===== src/rtl/hazard_control_unit.sv =====
// Hazard and pipeline-control unit for the 5-stage core: load-use and branch-operand
// stalls, taken-branch flush, data-memory wait freeze with timeout, and saturating statistics.
module hazard_control_unit #(
  parameter int REG_ADDR_W  = 5,
  parameter int CNT_W       = 16,
  parameter int MEM_TIMEOUT = 64
) (
  input  logic                  clk_i,
  input  logic                  rst_i,
  input  logic [REG_ADDR_W-1:0] Rs1_i,
  input  logic [REG_ADDR_W-1:0] Rs2_i,
  input  logic                  UseRs1_i,
  input  logic                  UseRs2_i,
  input  logic                  Branch_i,
  input  logic                  BranchTaken_i,
  input  logic                  EX_MemRead_i,
  input  logic                  EX_RegWrite_i,
  input  logic [REG_ADDR_W-1:0] EX_Rd_i,
  input  logic                  MEM_MemRead_i,
  input  logic [REG_ADDR_W-1:0] MEM_Rd_i,
  input  logic                  DmemReq_i,
  input  logic                  DmemReady_i,
  output logic                  NoOp_o,
  output logic                  Stall_o,
  output logic                  PCWrite_o,
  output logic                  Flush_o,
  output logic                  Freeze_o,
  output logic                  MemErr_o,
  output logic [CNT_W-1:0]      StallCnt_o,
  output logic [CNT_W-1:0]      FlushCnt_o
);

  localparam int WCNT_W = $clog2(MEM_TIMEOUT + 1);
  localparam logic [WCNT_W-1:0] TIMEOUT_VAL = WCNT_W'(MEM_TIMEOUT);

  typedef enum logic {
    ST_IDLE,
    ST_WAIT
  } state_t;

  state_t              state_reg, state_next;
  logic [WCNT_W-1:0]   wcnt_reg, wcnt_next;
  logic                mem_err_reg, mem_err_next;
  logic [CNT_W-1:0]    stall_cnt_reg, flush_cnt_reg;

  logic lu_hazard, br_hazard, data_stall, timeout_hit, freeze_cond, stall_event;

  // x0 is hard-wired zero, so a producer targeting it never creates a dependency
  function automatic logic hit(input logic [REG_ADDR_W-1:0] rd,
                               input logic [REG_ADDR_W-1:0] rs,
                               input logic                  en);
    return en && (rd != '0) && (rd == rs);
  endfunction

  assign lu_hazard = EX_MemRead_i &&
                     (hit(EX_Rd_i, Rs1_i, UseRs1_i) || hit(EX_Rd_i, Rs2_i, UseRs2_i));
  assign br_hazard = Branch_i &&
                     ((EX_RegWrite_i && (hit(EX_Rd_i, Rs1_i, UseRs1_i) ||
                                         hit(EX_Rd_i, Rs2_i, UseRs2_i))) ||
                      (MEM_MemRead_i && (hit(MEM_Rd_i, Rs1_i, UseRs1_i) ||
                                         hit(MEM_Rd_i, Rs2_i, UseRs2_i))));
  assign data_stall  = lu_hazard || br_hazard;
  assign timeout_hit = (state_reg == ST_WAIT) && (wcnt_reg == TIMEOUT_VAL);
  assign freeze_cond = DmemReq_i && !DmemReady_i && !timeout_hit;
  assign stall_event = rst_i && data_stall && !freeze_cond;

  always_comb begin
    state_next   = state_reg;
    wcnt_next    = wcnt_reg;
    mem_err_next = mem_err_reg;
    NoOp_o       = 1'b0;
    Stall_o      = 1'b0;
    PCWrite_o    = 1'b1;
    Flush_o      = 1'b0;
    Freeze_o     = 1'b0;

    case (state_reg)
      ST_IDLE: begin
        if (DmemReq_i && !DmemReady_i) begin
          state_next = ST_WAIT;
          wcnt_next  = WCNT_W'(1);
        end
      end
      ST_WAIT: begin
        if (DmemReady_i) begin
          state_next = ST_IDLE;
          wcnt_next  = '0;
        end else if (timeout_hit) begin
          state_next   = ST_IDLE;
          wcnt_next    = '0;
          mem_err_next = 1'b1;
        end else begin
          wcnt_next = wcnt_reg + WCNT_W'(1);
        end
      end
      default: begin
        state_next = ST_IDLE;
        wcnt_next  = '0;
      end
    endcase

    // Freeze holds every register, so no bubble is needed on top of it
    if (rst_i) begin
      if (freeze_cond) begin
        Freeze_o  = 1'b1;
        PCWrite_o = 1'b0;
      end else if (data_stall) begin
        NoOp_o    = 1'b1;
        Stall_o   = 1'b1;
        PCWrite_o = 1'b0;
      end else begin
        Flush_o = Branch_i && BranchTaken_i;
      end
    end
  end

  always_ff @(posedge clk_i) begin
    if (!rst_i) begin
      state_reg     <= ST_IDLE;
      wcnt_reg      <= '0;
      mem_err_reg   <= 1'b0;
      stall_cnt_reg <= '0;
      flush_cnt_reg <= '0;
    end else begin
      state_reg   <= state_next;
      wcnt_reg    <= wcnt_next;
      mem_err_reg <= mem_err_next;
      if (stall_event && (stall_cnt_reg != '1))
        stall_cnt_reg <= stall_cnt_reg + CNT_W'(1);
      if (Flush_o && (flush_cnt_reg != '1))
        flush_cnt_reg <= flush_cnt_reg + CNT_W'(1);
    end
  end

  assign MemErr_o   = mem_err_reg;
  assign StallCnt_o = stall_cnt_reg;
  assign FlushCnt_o = flush_cnt_reg;

endmodule


===== config.mk =====
export PLATFORM = sky130hd
export DESIGN_NAME = hazard_control_unit
export DESIGN_NICKNAME = d
export VERILOG_FILES = /design/src/rtl/hazard_control_unit.sv
export SDC_FILE = /design/constraint.sdc
export NUM_CORES = 1
export LEC_CHECK = 0
export CORE_MARGIN = 4
export CORE_UTILIZATION = 43
export CTS_CLUSTER_DIAMETER = 50
export CTS_CLUSTER_SIZE = 8
export DETAILED_ROUTE_END_ITERATION = 12
export MAX_ROUTING_LAYER = met4
export PLACE_DENSITY = 0.76
export SLEW_MARGIN = 20
export SYNTH_ARGS = -nofsm -noshare
export SYNTH_HDL_FRONTEND = slang
export SYNTH_SLANG_ARGS = --single-unit

===== constraint.sdc =====
create_clock -name clk_i -period 3.4 [get_ports clk_i]
set_clock_uncertainty 0.1 [all_clocks]
set_input_delay 1.02 -clock clk_i [delete_from_list [all_inputs] [get_ports clk_i]]
set_output_delay 1.02 -clock clk_i [all_outputs]
set_load 0.005 [all_outputs]

Yosys cells after proc, flatten, opt, wreduce, memory -nomap -nowiden --
Index checks and enable logic that the tools add are counted.
Word-level totals: bits of input ports 31, memories kept 0, register bits after elaboration 41, output and inout port bits 38, RAM bits 0, memory bits (read-only) 0, latch bits 0, word-level logic and storage cells 67
Operators by class: muxes and demuxes 19, $add $sub $neg 3, divide/modulo/power cells 0, bitwise logic cells 2, order comparisons 0, shift operators 0, multipliers 0, reductions and logical operators 30, equality and inequality tests 8
Operator list (number):
- 16-bit by 1-bit adder with 16-bit output, second input constant | 2
- 16-bit inequality test, second input constant | 2
- 7-bit two-way mux | 3
- 5-bit == test | 4
- 1-bit logical AND | 20
- 1-bit two-way mux | 14
- 7-bit one-hot mux with 2 select lines | 1
- 5-bit nonzero test | 2
- 7-bit by 1-bit adder with 7-bit output, second input constant | 1
- 7-bit == test, second input constant | 1
- 1-bit logical OR | 4
- 1-bit zero test | 3
- 3-bit AND reduction | 1
- 2-bit inequality test, second input constant | 1
- 1-bit inverter | 2
- 1-bit one-hot mux with 2 select lines | 1

Depth between registers and ports, before layout --
depth in word-level cells 12, gate-level depth with buffers 9

Worst setup path before layout --
Ideal clock, no wire load.
kind in2out, from input MEM_Rd_i[0], to output Stall_o, setup slack -0.190 ns, stages 7, arrival time 2.470 ns, cells stage by stage or3_1 o311a_1 a22o_1 buf_6 clkbuf_1 nor3b_1 buf_4
On the way: longest elaborated chain between the ends 11, elaborated cells between the ends (all ways) 15, classes of those cells eq/ne (2); mux (3); reduce/logical (10)
Ends and longest elaborated chain:
- from (decl) | RTL line 20 | input logic [REG_ADDR_W-1:0] MEM_Rd_i,
- 5-bit nonzero test | RTL line 52 | return en && (rd != '0) && (rd == rs);
- 1-bit logical AND (2 in a row) | RTL line 52
- 1-bit logical OR (*) | RTL line 60 | (MEM_MemRead_i && (hit(MEM_Rd_i, Rs1_i, UseRs1_i) ||
- 1-bit logical AND (*) | RTL line 60
- 1-bit logical OR (*) | RTL line 59 | hit(EX_Rd_i, Rs2_i, UseRs2_i))) ||
- 1-bit logical AND (*) | RTL line 57 | assign br_hazard = Branch_i &&
- 1-bit logical OR (*) | RTL line 62 | assign data_stall = lu_hazard || br_hazard;
- 1-bit two-way mux (*) (3 in a row)
- to (decl) | RTL line 24 | output logic Stall_o,
Every way passes the cells marked *; elsewhere a longest branch is shown, timed or not.

Worst setup path in the final report --
from input MEM_Rd_i[1], to output Stall_o
On the way: longest elaborated chain between the ends 11, elaborated cells between the ends (all ways) 15, classes of those cells eq/ne (2); mux (3); reduce/logical (10)
Ends and longest elaborated chain:
- 5-bit nonzero test | RTL line 52
- 1-bit logical AND (2 in a row) | RTL line 52
- 1-bit logical OR (*) | RTL line 60
- 1-bit logical AND (*) | RTL line 60
- 1-bit logical OR (*) | RTL line 59
- 1-bit logical AND (*) | RTL line 57
- 1-bit logical OR (*) | RTL line 62
- 1-bit two-way mux (*) | RTL line 107 | end else if (data_stall) begin
- 1-bit two-way mux (*) | RTL line 104 | if (freeze_cond) begin
- 1-bit two-way mux (*) | RTL line 103 | if (rst_i) begin
Marked as above.

==> results.md <==
* Status: complete, but fails checks
* Failing checks: setup timing
* Root Buffer: clkbuf_8
* Yosys warns at 0
* LEAKAGE at 1.27 nW
* Die X at 82.3 um
* Worst Path Arrival at 2.34 ns
* Critical Path Fanout Max at 4
* RR Startpoint: FlushCnt_o[0]
* Final net count at 416
* Fmax achieved at 289 MHz
* Post-Route WL at 6.15 mm
* Power Density at 304 mW/mm^2
* Net count after synthesis at 330
* Site row count at 26
* Async SR Flop Fraction at 0%
* Yosys top cell area share at 34.5%
* Layout Utilization at 64.7%
* R2r endpoint: FlushCnt_o[1]
* Port bufs at 68
* Count leader, synth: dfxtp_1
* Drt drc at 0
* Area growth, synth to finish at 42.7%
* Vias in the first global route at 2285
* Synth cell count leaders: dfxtp_1 (41), nand2_1 (31), nor2_1 (29), xnor2_1 (28), nand3_1 (19)
* Routed Antenna Nets at 0
* CTS Hold Bufs at 0
* Die Area at 0.00678 sq mm
* EDFF count, synth at 0
* DR vias/cell at 5.41
* GPL Wtd Cong at 0.930
* Prevailing post-synth register cell: dfxtp_1
* Critical path type: in2out
* All-layer global routing usage at 19.3%
* Peak supply drop at 152 uV
* Largest net degree at the start of global routing at 29
* Grt total ovfl at 0
* Post-place setup slack at -0.901 ns
* Post-synthesis register bit count at 41
* Placed inst area at 0.00324 sq mm
* # H-tree levels at 2
* # diodes at 0
* Post-synth top area cell: dfxtp_1
* Dpl hpwl at 4.71 mm
* Core area at 0.00524 sq mm
* Clock sinks at 41
* Detailed Routing Iterations Pass 1 at 4
* R2r worst-path depth at 9
* Hold slack at 0.376 ns
* Initial DRC count at 105
* Die height at 82.3 um
* Final WS setup at -0.0609 ns
* Hold_sp: MemErr_o
* # setup viols final at 4
* First-pass GRT wire length at 10.1 mm
* Post-layout minimum cycle time at 3.46 ns
* Clock transition at the registers of the reported paths at 0.07 ns
* Drt wl/cell at 13.6 um
* Vias at 2444
* Worst Setup End Kind: primary output
* Reg2reg setup slack at 1.06 ns
* CTS tree: yes
* Hold EP: MemErr_o
* Fin Setup TNS at -0.173 ns
* Final hold violations at 0
* Initial antenna violation count at 0
* Post-synthesis cell type count at 48
* RSZ-0062 raised after global routing: true
* Sequential share of the synthesized area at 34.5%
* Syn avg cell area at 8.05 sq um
* Cell count after synthesis at 295
* Clock Latency Late Sink at 0.29 ns
* Filler cell count at 464
* Final worst-path cycle share at 102%
* Max-Cap Viols at 0
* Layout Cell Area excl Fill at 0.00339 sq mm
* Normalized max-slew margin at 69.7%
* IO Count at 69
* Slew Viols, Final at 0
* Share of layout cells above drive strength 1 at 13.1%
* Initial Util at 45.4%
* Worst hold stages at 2
* Synth area leaders: dfxtp_1 (35%), xnor2_1 (10%), nand2_1 (4.9%), nor2_1 (4.6%), nand3_1 (4.0%)
* Req. time, crit path at 2.28 ns
* TritonCTS buffer count at 5
* Clock tree buffer depth at 2
* Cell area after synthesis at 0.00238 sq mm
* Worst Setup Start Kind: primary input
* Worst slew pin tran at 0.448 ns
* Hold Path Class: reg2reg
-- cell families (layout without fill, tap and decap cells) --
group	Yosys count	in the layout	share of synthesized area, %
fa+ha+maj	4	4	2.11
mux	6	6	2.53
compound gates	45	45	12.2
buf+inv	21	108	4.32
xor+xnor	33	33	12.2
flops	41	41	34.5
simple gates	145	145	32.2
-- report_power, final --
| group | internal, W | switching [W] | leakage [nW] |
|---|---|---|---|
| Sequential | 0.000482 | 0.00000357 | 0.331 |
| Combinational | 0.0000731 | 0.0000643 | 0.883 |
| Clock | 0.000240 | 0.000169 | 0.0585 |
-- placed cells by master, fill, tap and decap left out, types with 2 or more instances in the layout --
cell and count:
buf_6 2, and4_1 2, buf_2 5, ha_1 4, and2_1 4, o41ai_1 2
dfxtp_1 41, nor4_1 4, o22ai_1 2, dlygate4sd2_1 18, o21a_1 2, o21ai_0 10
xnor2_1 27, clkbuf_8 6, mux2i_1 6, nand2_1 31, a21oi_1 14, nand2b_1 7
or3_1 6, nor3b_1 3, o311ai_0 2, clkdlybuf4s50_1 43, nand4_1 10, xor2_1 5
nor3_1 4, nor2_1 29, and3_1 11, nand3_1 19, o22a_1 2, nor2b_1 2
nor4b_1 3, buf_4 22, inv_1 9, o22ai_2 2
-- through the flow --
step,instances,power (W)
floorplan,295,0.000558
global placement,442,0.000632
detailed placement,442,0.000634
CTS,452,0.00103
global route,452,0.00107
finish,452,0.00103
-- how the worst max path moves through the flow --
stage              end        start  slack (ns)
2_1_floorplan  Stall_o  MEM_Rd_i[0]       -0.12
3_3_place_gp   Flush_o  MEM_Rd_i[0]       -0.89
3_5_place_dp   Flush_o  MEM_Rd_i[0]       -0.90
4_1_cts        Stall_o  MEM_Rd_i[0]       -0.11
5_1_grt         NoOp_o   EX_Rd_i[1]       -0.10
6_report       Stall_o  MEM_Rd_i[1]       -0.06
-- critical path, stage by stage --
cell and delay [ns]:
buf_6 0.09, or3_1 0.36, o311a_1 0.32, a22o_4 0.26, nor3b_4 0.15, buf_2 0.14
-- metal layers --
metal  vias to the layer above  routed length, um  track usage, %
met5                         -                  0               -
met4                         0                 87            5.81
met3                         8                382            3.25
met2                        74               2890            31.9
met1                      1140               2780            24.2
li1                       1222                  -               -
-- repair_timing --
| action | CTS | global route |
|---|---|---|
| setup endpoints to repair | 5 | 4 |
| pin swaps | 12 | 3 |
| gates resized for setup | 55 | 5 |
| cloned | 0 | 0 |
| setup buffers | 2 | 0 |
-- cell type report --
| class | instances | area, sq um | area share (%) |
|---|---|---|---|
| Tap cell | 70 | 87.6 | 2.58 |
| Clock inverter | 1 | 30.0 | 0.886 |
| Clock buffer | 7 | 86.3 | 2.55 |
| Sequential cell | 41 | 821 | 24.2 |
| Multi-Input combinational cell | 233 | 1520 | 44.7 |
| Timing Repair Buffer | 91 | 816 | 24.1 |
| Inverter | 9 | 33.8 | 0.997 |
Note: power is estimated with default switching activity, not from simulation.
